### config.mk
export PLATFORM = sky130hd
export DESIGN_NAME = vertex_staging_regfile_flat
export DESIGN_NICKNAME = d
export VERILOG_FILES = /design/src/rtl/vertex_staging_regfile_if.sv /design/src/rtl/vertex_staging_regfile.sv /design/src/flat_wrapper.sv
export SDC_FILE = /design/constraint.sdc
export NUM_CORES = 1
export LEC_CHECK = 0
export ABC_AREA = 0
export CAP_MARGIN = 0
export CORE_ASPECT_RATIO = 0.9
export CORE_UTILIZATION = 56
export CTS_CLUSTER_SIZE = 40
export DETAILED_ROUTE_END_ITERATION = 10
export PLACE_DENSITY_LB_ADDON = 0.1
export SLEW_MARGIN = 20
export SYNTH_ARGS = -nofsm -noshare
export SYNTH_HDL_FRONTEND = slang
export SYNTH_SLANG_ARGS = --single-unit
export TNS_END_PERCENT = 1
### constraint.sdc
create_clock -name clk -period 5.5 [get_ports clk]
set_input_delay 1.65 -clock clk [delete_from_list [all_inputs] [get_ports clk]]
set_output_delay 1.65 -clock clk [all_outputs]
set_load 0.01 [all_outputs]
### src/rtl/vertex_staging_regfile_if.sv
// Bus bundle for the vertex staging register file: the Avalon-MM slave port
// towards the CPU plus the triangle valid/ready port towards the rasteriser.
interface vertex_staging_regfile_if #(
  parameter int DATA_W    = 64,
  parameter int NUM_VERTS = 3,
  parameter int ADDR_W    = 3
);
  logic [ADDR_W-1:0]           address;
  logic                        write;
  logic                        read;
  logic [DATA_W-1:0]           writedata;
  logic [DATA_W/8-1:0]         byteenable;
  logic [DATA_W-1:0]           readdata;
  logic                        readdatavalid;
  logic [NUM_VERTS*DATA_W-1:0] tri_data;
  logic                        tri_valid;
  logic                        tri_ready;
  logic                        irq;

  // CPU and rasteriser side: drives requests and tri_ready
  modport master (
    output address, write, read, writedata, byteenable, tri_ready,
    input  readdata, readdatavalid, tri_data, tri_valid, irq
  );

  // Register file side
  modport slave (
    input  address, write, read, writedata, byteenable, tri_ready,
    output readdata, readdatavalid, tri_data, tri_valid, irq
  );
endinterface

### src/rtl/vertex_staging_regfile.sv
// Double-buffered vertex register file. The CPU fills a shadow bank and
// commits it with a submit command; the committed triangle is held in an
// active bank and offered to the rasteriser over valid/ready. One extra
// submission may be queued (FULL_PEND), during which the shadow bank is
// locked so the queued triangle cannot be disturbed.
module vertex_staging_regfile #(
  parameter int DATA_W    = 64,
  parameter int NUM_VERTS = 3,
  parameter int ADDR_W    = 3
) (
  input  logic                      clk,
  input  logic                      reset,
  vertex_staging_regfile_if.slave   bus
);

  localparam int                VEC_W     = NUM_VERTS * DATA_W;
  localparam int                BE_W      = DATA_W / 8;
  localparam logic [ADDR_W-1:0] CTRL_ADDR = ADDR_W'(NUM_VERTS);
  localparam logic [ADDR_W-1:0] STAT_ADDR = ADDR_W'(NUM_VERTS + 1);

  typedef enum logic [1:0] {
    ST_EMPTY     = 2'd0,
    ST_FULL      = 2'd1,
    ST_FULL_PEND = 2'd2
  } state_t;

  state_t             r_state;
  state_t             w_next_state;
  logic [VEC_W-1:0]   r_shadow;
  logic [VEC_W-1:0]   r_active;
  logic               r_tri_valid;
  logic               r_overflow;
  logic               r_write_err;
  logic               r_irq;
  logic [7:0]         r_count;
  logic [DATA_W-1:0]  r_readdata;
  logic               r_readdatavalid;

  logic               w_vert_sel;
  logic               w_vert_wr;
  logic               w_locked;
  logic               w_vert_we;
  logic               w_set_werr;
  logic               w_ctrl_wr;
  logic               w_submit;
  logic               w_clr_sticky;
  logic               w_clr_irq;
  logic               w_handshake;
  logic               w_copy;
  logic               w_set_ovf;
  logic [15:0]        w_status;
  logic [DATA_W-1:0]  w_rd_data;

  // Address decode and command strobes
  assign w_vert_sel   = (bus.address < CTRL_ADDR);
  assign w_vert_wr    = bus.write & w_vert_sel;
  assign w_locked     = (r_state == ST_FULL_PEND);
  assign w_vert_we    = w_vert_wr & ~w_locked;
  assign w_set_werr   = w_vert_wr & w_locked;
  assign w_ctrl_wr    = bus.write & (bus.address == CTRL_ADDR) & bus.byteenable[0];
  assign w_submit     = w_ctrl_wr & bus.writedata[0];
  assign w_clr_sticky = w_ctrl_wr & bus.writedata[1];
  assign w_clr_irq    = w_ctrl_wr & bus.writedata[2];
  assign w_handshake  = r_tri_valid & bus.tri_ready;

  // Next-state logic: decides state moves, bank copies and overflow events
  always_comb begin
    w_next_state = r_state;
    w_copy       = 1'b0;
    w_set_ovf    = 1'b0;
    case (r_state)
      ST_EMPTY: begin
        if (w_submit) begin
          w_copy       = 1'b1;
          w_next_state = ST_FULL;
        end else begin
          w_next_state = ST_EMPTY;
        end
      end
      ST_FULL: begin
        if (w_submit && w_handshake) begin
          w_copy       = 1'b1;
          w_next_state = ST_FULL;
        end else if (w_submit) begin
          w_next_state = ST_FULL_PEND;
        end else if (w_handshake) begin
          w_next_state = ST_EMPTY;
        end else begin
          w_next_state = ST_FULL;
        end
      end
      ST_FULL_PEND: begin
        // A submit here is dropped even if a handshake frees the slot.
        w_set_ovf = w_submit;
        if (w_handshake) begin
          w_copy       = 1'b1;
          w_next_state = ST_FULL;
        end else begin
          w_next_state = ST_FULL_PEND;
        end
      end
      default: begin
        w_next_state = ST_EMPTY;
      end
    endcase
  end

  // State register, active bank and the registered tri_valid
  always_ff @(posedge clk) begin
    if (!reset) begin
      r_state     <= ST_EMPTY;
      r_active    <= {VEC_W{1'b0}};
      r_tri_valid <= 1'b0;
    end else begin
      r_state     <= w_next_state;
      r_tri_valid <= (w_next_state != ST_EMPTY);
      if (w_copy) begin
        // Takes the pre-write shadow; a same-cycle vertex write lands later.
        r_active <= r_shadow;
      end
    end
  end

  // Shadow bank: byte-masked vertex writes, blocked while a submit is queued
  always_ff @(posedge clk) begin
    if (!reset) begin
      r_shadow <= {VEC_W{1'b0}};
    end else if (w_vert_we) begin
      for (int v = 0; v < NUM_VERTS; v++) begin
        for (int b = 0; b < BE_W; b++) begin
          if ((bus.address == ADDR_W'(v)) && bus.byteenable[b]) begin
            r_shadow[v*DATA_W + b*8 +: 8] <= bus.writedata[b*8 +: 8];
          end
        end
      end
    end
  end

  // Sticky error flags, irq and consumed counter; a set beats a same-cycle clear
  always_ff @(posedge clk) begin
    if (!reset) begin
      r_overflow  <= 1'b0;
      r_write_err <= 1'b0;
      r_irq       <= 1'b0;
      r_count     <= 8'd0;
    end else begin
      if (w_set_ovf) begin
        r_overflow <= 1'b1;
      end else if (w_clr_sticky) begin
        r_overflow <= 1'b0;
      end
      if (w_set_werr) begin
        r_write_err <= 1'b1;
      end else if (w_clr_sticky) begin
        r_write_err <= 1'b0;
      end
      if (w_handshake) begin
        r_irq   <= 1'b1;
        r_count <= r_count + 8'd1;
      end else if (w_clr_irq) begin
        r_irq <= 1'b0;
      end
    end
  end

  // Read data mux: shadow vertices, STATUS, zero elsewhere
  always_comb begin
    w_status  = {r_count, 3'b000, r_irq, r_write_err, r_overflow, w_locked, r_tri_valid};
    w_rd_data = {DATA_W{1'b0}};
    for (int v = 0; v < NUM_VERTS; v++) begin
      w_rd_data = w_rd_data |
                  (r_shadow[v*DATA_W +: DATA_W] & {DATA_W{bus.address == ADDR_W'(v)}});
    end
    if (bus.address == STAT_ADDR) begin
      w_rd_data = DATA_W'(w_status);
    end else begin
      w_rd_data = w_rd_data & {DATA_W{w_vert_sel}};
    end
  end

  // Read port: latency one, readdata holds between reads
  always_ff @(posedge clk) begin
    if (!reset) begin
      r_readdata      <= {DATA_W{1'b0}};
      r_readdatavalid <= 1'b0;
    end else begin
      r_readdatavalid <= bus.read;
      if (bus.read) begin
        r_readdata <= w_rd_data;
      end
    end
  end

  assign bus.readdata      = r_readdata;
  assign bus.readdatavalid = r_readdatavalid;
  assign bus.tri_data      = r_active;
  assign bus.tri_valid     = r_tri_valid;
  assign bus.irq           = r_irq;

endmodule

### src/flat_wrapper.sv
// flat-port wrapper written by rule: the top's interface ports become plain ports
module vertex_staging_regfile_flat 
#(
  parameter int DATA_W    = 64,
  parameter int NUM_VERTS = 3,
  parameter int ADDR_W    = 3
)
  (clk, reset, bus_address, bus_write, bus_read, bus_writedata, bus_byteenable, bus_tri_ready, bus_readdata, bus_readdatavalid, bus_tri_data, bus_tri_valid, bus_irq);
  vertex_staging_regfile_if #(.DATA_W(DATA_W), .NUM_VERTS(NUM_VERTS), .ADDR_W(ADDR_W)) bus_i ();
  input  logic clk;
  input  logic reset;
  input wire logic [$bits(bus_i.address)-1:0] bus_address;
  input wire logic [$bits(bus_i.write)-1:0] bus_write;
  input wire logic [$bits(bus_i.read)-1:0] bus_read;
  input wire logic [$bits(bus_i.writedata)-1:0] bus_writedata;
  input wire logic [$bits(bus_i.byteenable)-1:0] bus_byteenable;
  input wire logic [$bits(bus_i.tri_ready)-1:0] bus_tri_ready;
  output wire logic [$bits(bus_i.readdata)-1:0] bus_readdata;
  output wire logic [$bits(bus_i.readdatavalid)-1:0] bus_readdatavalid;
  output wire logic [$bits(bus_i.tri_data)-1:0] bus_tri_data;
  output wire logic [$bits(bus_i.tri_valid)-1:0] bus_tri_valid;
  output wire logic [$bits(bus_i.irq)-1:0] bus_irq;
  assign bus_i.address = bus_address;
  assign bus_i.write = bus_write;
  assign bus_i.read = bus_read;
  assign bus_i.writedata = bus_writedata;
  assign bus_i.byteenable = bus_byteenable;
  assign bus_i.tri_ready = bus_tri_ready;
  assign bus_readdata = bus_i.readdata;
  assign bus_readdatavalid = bus_i.readdatavalid;
  assign bus_tri_data = bus_i.tri_data;
  assign bus_tri_valid = bus_i.tri_valid;
  assign bus_irq = bus_i.irq;
  vertex_staging_regfile #(.DATA_W(DATA_W), .NUM_VERTS(NUM_VERTS), .ADDR_W(ADDR_W)) u_core (.clk(clk), .reset(reset), .bus(bus_i));
endmodule
Word-level counts from Yosys, hierarchy flattened
Cells that the tools add are included.
{"block": "totals", "register_bits": 463, "inputBits": 80, "word_cells": 129}
{"block": "op_classes", "add_sub_neg": 1, "order_cmp": 1, "n_eq_ne": 6, "n_mux": 17, "bitwise": 16, "reduce_logical": 55}
{"op": "$and A64 B64 Y64", "count": 4}
{"op": "$or A64 B64 Y64", "count": 2}
{"op": "$mux W64", "count": 1}
{"op": "$reduce_and A2 Y1", "count": 24}
{"op": "$logic_and A1 B1 Y1", "count": 25}
{"op": "$mux W1", "count": 11}
{"op": "$and A1 B1 Y1", "count": 9}
{"op": "$add A8 B1 Y8 const B", "count": 1}
{"op": "$reduce_bool A2 Y1", "count": 4}
{"op": "$eq A3 B2 Y1 const B", "count": 2}
{"op": "$mux W2", "count": 3}
{"op": "$pmux W2 S3", "count": 1}
{"op": "$eq A3 B1 Y1 const B", "count": 1}
{"op": "$eq A3 B3 Y1 const B", "count": 1}
{"op": "$logic_not A3 Y1", "count": 1}
{"op": "$lt A3 B2 Y1 const B", "count": 1}
{"op": "$pmux W1 S3", "count": 1}
{"op": "$eq A2 B1 Y1 const B", "count": 1}
{"op": "$eq A2 B2 Y1 const B", "count": 1}
{"op": "$logic_not A2 Y1", "count": 1}
{"op": "$not A1 Y1", "count": 1}

Logic depth before layout (Yosys ltp)
Gate-level depths: netlist of the first run.
{"block": "depth", "ltp_word": 8, "depth_mapped": 11}

Least setup slack after synthesis of the first run
Ideal clock, no wire load.
{"block": "synth_path", "path_type": "input to register", "from": "input bus_address[0]", "to": "register u_core.r_active[111], in the netlist u_core.bus.tri_data[111]", "setup_time_ns": 0.120, "t_arrival_ns": 3.327, "setup_slack_ns": 2.054, "path_stages": 11, "path_buffers": 5, "path_cell_list": "buf_2 > buf_1 > nand3_1 > nor2_1 > ha_1 > nand3b_1 > o311a_1 > buf_2 > buf_6 > buf_6 > mux2i_1"}
{"block": "synth_between", "elab_chain_cells": 7}
{"item": "start, declared", "line_no": "flat_wrapper.sv:12", "text": "input wire logic [$bits(bus_i.address)-1:0] bus_address;"}
{"item": "$eq A3 B2 Y1 *", "line_no": "vertex_staging_regfile.sv:60", "text": "assign w_ctrl_wr = bus.write & (bus.address == CTRL_ADDR) & bus.byteenable[0];"}
{"item": "$and A1 B1 Y1 * (2 in a row)", "line_no": "vertex_staging_regfile.sv:60"}
{"item": "$and A1 B1 Y1 *", "line_no": "vertex_staging_regfile.sv:61", "text": "assign w_submit = w_ctrl_wr & bus.writedata[0];"}
{"item": "$logic_and A1 B1 Y1", "line_no": "vertex_staging_regfile.sv:81", "text": "if (w_submit && w_handshake) begin"}
{"item": "$mux W1", "line_no": "vertex_staging_regfile.sv:81"}
{"item": "$pmux W1 S3 *", "line_no": "vertex_staging_regfile.sv:71", "text": "case (r_state)"}
{"item": "end signal, assigned", "line_no": "vertex_staging_regfile.sv:112", "text": "r_active <= {VEC_W{1'b0}};"}
{"item": "end signal, assigned", "line_no": "vertex_staging_regfile.sv:119", "text": "r_active <= r_shadow;"}
{"item": "end, declared", "line_no": "vertex_staging_regfile.sv:30", "text": "logic [VEC_W-1:0] r_active;"}
Every way passes the cells marked *; elsewhere a longest branch is shown, timed or not.
A chain may end at the register's enable or synchronous reset.

Final worst setup path of the first run
{"block": "layout_path", "from": "input bus_tri_ready", "to": "register u_core.r_active[93], in the netlist u_core.bus.tri_data[93]"}
{"block": "layout_between", "elab_chain_cells": 4}
{"item": "start, declared", "line_no": "flat_wrapper.sv:17", "text": "input wire logic [$bits(bus_i.tri_ready)-1:0] bus_tri_ready;"}
{"item": "$and A1 B1 Y1 *", "line_no": "vertex_staging_regfile.sv:64", "text": "assign w_handshake = r_tri_valid & bus.tri_ready;"}
{"item": "via u_core.w_handshake", "line_no": "vertex_staging_regfile.sv:48", "text": "logic w_handshake;"}
{"item": "$logic_and A1 B1 Y1", "line_no": "vertex_staging_regfile.sv:81"}
{"item": "$mux W1", "line_no": "vertex_staging_regfile.sv:81"}
{"item": "$pmux W1 S3 *", "line_no": "vertex_staging_regfile.sv:71"}
The timed path passes the listed nets; every way through them passes the cells marked *.

==> results.toml, run 1 <==
[sta]
final.setup.tns_ps = 0
finalHoldWorstSlack_ps = 458
finalSetupViolCount = 0
hold_viol_final = 0
grt_setup_unrepaired = "false"
min_period_over_period = 0.680
final.setup_skew_ps = 12.3
maxClockFrequency_mhz = 267
slew-limit-headroom = 0.290
worst_pin_slew_ps = 1060
timing.final.crit_period_ps = 3740
timing.final.max_slew_violations = 0

[clock_tree]
ctsResizeCount = 0
clk_path_buf_depth = 3
cts_root_buf = "sky130_fd_sc_hd__clkbuf_16"
cts_setup_buffers = 0
post_cts_hold_buffer_count = 0
cts-htree-levels = 2
clock_sinks = 463
cts_inserted_buffers = 47
cts.clk_slew.worst_paths_ps = 60
tritoncts = "yes"
insertion_delay_ps = 540

[power]
total_power_mw = 6.85
power.density_cell_area_nw_per_um2 = 296
static-leakage-power_nw = 10.7
max-vdd-ir-drop_mv = 0.223

[synthesis]
netlist.area_leader.share = 0.512
yosysTopAreaCell = "sky130_fd_sc_hd__dfxtp_1"
seq_area_frac_synth = 0.512
synth.cell_area_sq_um = 18100
synth_nets = 1803
number_of_different_library_cells_in_the_post_synthesis_netlist = 41
post_synth_main_area_contributors = "sky130_fd_sc_hd__dfxtp_1, sky130_fd_sc_hd__mux2i_1, sky130_fd_sc_hd__nand2_1, sky130_fd_sc_hd__a22o_1, sky130_fd_sc_hd__o2bb2ai_1"
ys_top_cells_by_count = "sky130_fd_sc_hd__dfxtp_1, sky130_fd_sc_hd__nand2_1, sky130_fd_sc_hd__mux2i_1"
avgSynthCellArea_sq_um = 10.5
number_of_enable_flip_flop_cells_after_synthesis = 0
synth_seq_cells = 463
synthMostInstantiatedCell = "sky130_fd_sc_hd__dfxtp_1"
netlist_instances = 1720
dominantRegCellSynth = "sky130_fd_sc_hd__dfxtp_1"
yosys_warnings = 0
share_of_flip_flops_with_an_asynchronous_set_or_reset_after_synthesis = 0

[critical_path]
timing.critical_path.arrival_ps = 4200
worst_r2r_startpoint = "u_core.bus.tri_valid$_SDFF_PN0_"
critPathMaxFanout = 46
required_time_at_the_endpoint_of_the_critical_path_ps = 5960
critical_path.endpoint_type = "flip-flop"
path_class = "input pin to flip-flop"
rr_endpoint = "u_core.bus.tri_data[93]$_SDFFE_PN0P_"
worst_setup_path_start_kind = "input pin"
rrSetupSlack_ps = 3000
ff2ff_path_depth = 7

[floorplan]
die_h_microns = 173
placementRows = 62
io_pins = 339
die_area_sq_um = 33000
initial_core_util = 0.568
floorplan.core_area_sq_um = 31900
dieWidth_microns = 191

[worst_hold_path]
holdCritStartpoint = "u_core.bus.tri_data[36]$_SDFFE_PN0P_"
hold_class = "flip-flop to flip-flop"
hold_path_depth = 2
timing.hold.worst_endpoint = "u_core.bus.tri_data[36]$_SDFFE_PN0P_"

[routing]
detail_route.wirelength_mm = 46.9
via_per_inst = 5.56
first_pass_iters = 5
drt.antenna.violating_nets = 0
routedWlPerCell_microns = 19.1
drc_errors = 0
detail_route.iter0.violations = 788
via_total_after_detailed_routing = 13600

[placed_design]
post-dp-hpwl_mm = 31.0
postPlaceCellArea_sq_um = 21600
port-buffer-count = 338
gp_congestion = 0.839

[grt]
grt_antenna_before_repair = 3
first_pass_grt_wire_length_mm = 73.4
grt_usage = 0.278
first_global_vias = 13800
residual_overflow_from_global_routing = 0
pin_count_of_the_biggest_net_entering_global_routing = 201

[cells_and_area]
postLayoutCoreUtil = 0.725
final_nets = 2086
drive_gt1_frac = 0.0580
final_cell_area_sq_um = 23100
syn_to_final_growth_pct = 27.7

[status]
result_of_the_run = "finished clean"

[job]
max-cap-violations = 0
[worst max path at each step]
stage	startpoint	end	slack [ps]	cells after the start
final	bus_tri_ready	u_core.bus.tri_data[93]$_SDFFE_PN0P_	1760	8
after global routing	bus_tri_ready	u_core.bus.tri_data[93]$_SDFFE_PN0P_	1600	8
after CTS	bus_tri_ready	u_core.bus.tri_data[93]$_SDFFE_PN0P_	1790	8
after detailed placement	bus_tri_ready	u_core.bus.tri_data[89]$_SDFFE_PN0P_	1230	8
after global placement	bus_tri_ready	u_core.bus.tri_data[153]$_SDFFE_PN0P_	1340	8
after floorplan	bus_address[0]	u_core.bus.tri_data[111]$_SDFFE_PN0P_	2050	11
[layer usage]
layer | wire length [microns] | global-route usage | part of all wire | vias to the layer above
li1 | - | - | - | 6583
met1 | 21000 | 0.368 | 0.45 | 6590
met2 | 21600 | 0.452 | 0.46 | 392
met3 | 3070 | 0.0570 | 0.065 | 75
met4 | 1260 | 0.0933 | 0.027 | 0
met5 | 0 | 0 | 0 | -
[state kept, by name (all words and copies together) (netlist names)]
name / flops
u_core.bus.tri_data: 192
u_core.r_shadow: 192
u_core.bus.readdata: 64
u_core.r_count: 8
u_core.r_state: 2
u_core.bus.irq: 1
u_core.bus.readdatavalid: 1
u_core.bus.tri_valid: 1
u_core.r_overflow: 1
u_core.r_write_err: 1
[power breakdown]
part	leakage (nW)	total [mW]	switching (mW)	internal, mW
clock	0.745	3.15	1.26	1.89
sequential	3.73	3.38	0.0107	3.37
combinational	6.24	0.313	0.199	0.114
[layout by cell type (no fill, tap or decap), types with 2 or more instances in the layout]
cell / count
sky130_fd_sc_hd__bufinv_16: 3
sky130_fd_sc_hd__nand2_1: 457
sky130_fd_sc_hd__nor2_1: 6
sky130_fd_sc_hd__clkbuf_8: 9
sky130_fd_sc_hd__clkdlybuf4s50_1: 335
sky130_fd_sc_hd__ha_1: 3
sky130_fd_sc_hd__clkinv_2: 2
sky130_fd_sc_hd__a21oi_1: 8
sky130_fd_sc_hd__inv_1: 5
sky130_fd_sc_hd__mux2i_1: 449
sky130_fd_sc_hd__diode_2: 3
sky130_fd_sc_hd__clkbuf_16: 49
sky130_fd_sc_hd__nand3_1: 5
sky130_fd_sc_hd__o21ai_0: 6
sky130_fd_sc_hd__dfxtp_1: 463
sky130_fd_sc_hd__nand3b_1: 4
sky130_fd_sc_hd__or4_1: 2
sky130_fd_sc_hd__o31ai_1: 2
sky130_fd_sc_hd__nand4b_1: 2
sky130_fd_sc_hd__a22o_1: 75
sky130_fd_sc_hd__buf_4: 13
sky130_fd_sc_hd__clkbuf_1: 18
sky130_fd_sc_hd__o2bb2ai_1: 64
sky130_fd_sc_hd__buf_12: 5
sky130_fd_sc_hd__nor2b_4: 2
sky130_fd_sc_hd__and2_1: 2
sky130_fd_sc_hd__nand4_2: 24
sky130_fd_sc_hd__or3_1: 3
[critical path: stages]
cell,delay (ps)
sky130_fd_sc_hd__clkdlybuf4s50_1,500
sky130_fd_sc_hd__nand2_1,270
sky130_fd_sc_hd__inv_1,160
sky130_fd_sc_hd__ha_1,230
sky130_fd_sc_hd__nand3b_1,100
sky130_fd_sc_hd__o311a_4,620
sky130_fd_sc_hd__buf_12,400
sky130_fd_sc_hd__mux2i_1,240
[area by class of cell]
cell class                 count  area [sq um]
clock buffer                  76          1420
timing repair buffer         354          3570
tap                          416           520
fill                        2366          8770
multi-input combinational   1132          8200
sequential                   463          9270
clock inverter                 6           109
inverter                       5          18.8
antenna                        3          7.51
[kinds of logic (layout without fill, tap and decap cells)]
| kind of cell | after synthesis | count (layout) | synth area share |
|---|---|---|---|
| simple gates | 518 | 518 | 0.125 |
| flops | 463 | 463 | 0.512 |
| mux | 449 | 449 | 0.248 |
| compound gates | 160 | 160 | 0.0744 |
| buf+inv | 125 | 441 | 0.0371 |
| fa+ha+maj | 3 | 3 | 0.00207 |
| xor+xnor | 2 | 2 | 0.000968 |
| other cells | 0 | 3 | 0 |
[metrics by stage]
| stage | setup WS (ps) | std cells |
|---|---|---|
| finish | 1760 | 2455 |
| global route | 1600 | 2454 |
| global placement | 1340 | 2370 |
| CTS | 1790 | 2452 |
| floorplan | 2050 | 1720 |
| detailed placement | 1230 | 2370 |
Note: power is estimated with default switching activity, not from simulation.
==> run 2: changes to the inputs <==
Settings changed: CORE_UTILIZATION 56 to 47.
Clock period 5.5 ns to 3.1 ns, I/O delays scaled along.
==> run 2 against run 1 <==
Core utilization shrank 9.8 points. First-iteration DRC count grew 1.6%. Cell count grew 3.7%. Final area grew 1.9%. Clock skew shrank 2.2 ps. Clock power grew 85%. Sequential share of layout area shrank 0.75 points. Critical endpoint is now bus_tri_valid. Largest power group unchanged.
==> results.toml, run 2 (synthesis results as in run 1) <==
[floorplan]
die_h_microns = 188
die_area_sq_um = 39300
placementRows = 67
initial_core_util = 0.482
floorplan.core_area_sq_um = 37600
io_pins = 339
dieWidth_microns = 209

[clock_tree]
cts.clk_slew.worst_paths_ps = 60
cts_inserted_buffers = 48
clock_sinks = 463
cts-htree-levels = 2
insertion_delay_ps = 550
cts_setup_buffers = 0
post_cts_hold_buffer_count = 0
clk_path_buf_depth = 3
tritoncts = "yes"
ctsResizeCount = 0
cts_root_buf = "sky130_fd_sc_hd__clkbuf_16"

[cells_and_area]
final_nets = 2108
n_fill_cell = 3095
layout_common_cells = "sky130_fd_sc_hd__dfxtp_1, sky130_fd_sc_hd__nand2_1, sky130_fd_sc_hd__mux2i_1, sky130_fd_sc_hd__clkdlybuf4s50_1, sky130_fd_sc_hd__a22o_1"
seq_area_sq_um = 9270
mostFrequentLayoutCell = "sky130_fd_sc_hd__dfxtp_1"
drive_gt1_frac = 0.0728
multi_input_comb_area_sq_um = 8200
postLayoutCoreUtil = 0.627
syn_to_final_growth_pct = 30.1
final_cell_area_sq_um = 23600

[placed_design]
postPlaceCellArea_sq_um = 21900
gp_congestion = 0.829
post-dp-hpwl_mm = 33.1
port-buffer-count = 338

[sta]
timing.final.max_slew_violations = 0
grt_setup_unrepaired = "false"
final.setup_skew_ps = 10.0
final.setup.tns_ps = 0
worst_pin_slew_ps = 816
timing.final.crit_period_ps = 2560
finalSetupViolCount = 0
min_period_over_period = 0.826
finalHoldWorstSlack_ps = 455
maxClockFrequency_mhz = 390
hold_viol_final = 0
slew-limit-headroom = 0.456

[grt]
grt_antenna_before_repair = 5
first_global_vias = 13700
residual_overflow_from_global_routing = 0
first_pass_grt_wire_length_mm = 77.0
pin_count_of_the_biggest_net_entering_global_routing = 160
grt_usage = 0.247

[routing]
routedWlPerCell_microns = 19.5
route.top_layer_used = "met5"
drt.antenna.violating_nets = 0
detail_route.wirelength_mm = 49.7
routedLengthMet1_mm = 23.0
detailroute.wirelength.met2_mm = 22.3
first_pass_iters = 5
via_per_inst = 5.40
dr_wl_met3_mm = 3.26
detail_route.iter0.violations = 801
drc_errors = 0
via_total_after_detailed_routing = 13700

[power]
total_power_mw = 12.4
max-vdd-ir-drop_mv = 0.358
static-leakage-power_nw = 10.9
power.density_cell_area_nw_per_um2 = 527

[critical_path]
max_stage_delay_ps = 630
path_class = "flip-flop to output pin"
cp.buffers_inverters = 1
timing.critical_path.arrival_ps = 1630
worst_path_dominant_cell_family = "buffers and inverters"
worst_setup_path_start_kind = "flip-flop"
required_time_at_the_endpoint_of_the_critical_path_ps = 2170
critical_path.endpoint_type = "output pin"
critPathMaxFanout = 7
sequence_of_cells_on_the_critical_path = "clkdlybuf4s50_1"
worst_path_max_delay_cell = "sky130_fd_sc_hd__clkdlybuf4s50_1"

[job]
max-cap-violations = 0

[status]
result_of_the_run = "finished clean"

[worst_hold_path]
hold_class = "flip-flop to flip-flop"
run 2: metal layers:
layer	global-route usage	vias to the layer above
met3	0.0620	83
li1	-	6634
met2	0.386	379
met5	0	-
met4	0.0820	2
met1	0.334	6650
run 2: worst paths after layout:
| path | startpoint | depth (start not counted) | slack (ps) | to |
|---|---|---|---|---|
| max | u_core.bus.tri_valid$_SDFF_PN0_ | 1 | 540 | bus_tri_valid |
| min | u_core.bus.tri_data[152]$_SDFFE_PN0P_ | 2 | 460 | u_core.bus.tri_data[152]$_SDFFE_PN0P_ |
| max reg2reg | u_core.r_state[0]$_SDFF_PN0_ | 3 | 940 | u_core.r_shadow[72]$_SDFFE_PN0P_ |
| min reg2reg | u_core.bus.tri_data[152]$_SDFFE_PN0P_ | 2 | 460 | u_core.bus.tri_data[152]$_SDFFE_PN0P_ |
run 2: report_power, final:
part / switching, mW / internal [mW]
combinational: 0.364 / 0.222
sequential: 0.0188 / 5.99
clock: 2.32 / 3.50
run 2: stage by stage:
step	setup WS, ps	instances
floorplan	374	1720
global placement	123	2458
detailed placement	88.2	2458
CTS	513	2543
global route	482	2545
finish	539	2547
run 2: final cells by class:
| type | count | area share |
|---|---|---|
| Sequential cell | 463 | 0.394 |
| Multi-Input combinational cell | 1132 | 0.348 |
| Timing Repair Buffer | 375 | 0.163 |
| Clock buffer | 74 | 0.0624 |
| Tap cell | 483 | 0.0257 |
| Clock inverter | 11 | 0.00595 |
| Inverter | 5 | 0.000797 |
| Antenna cell | 4 | 0.000425 |
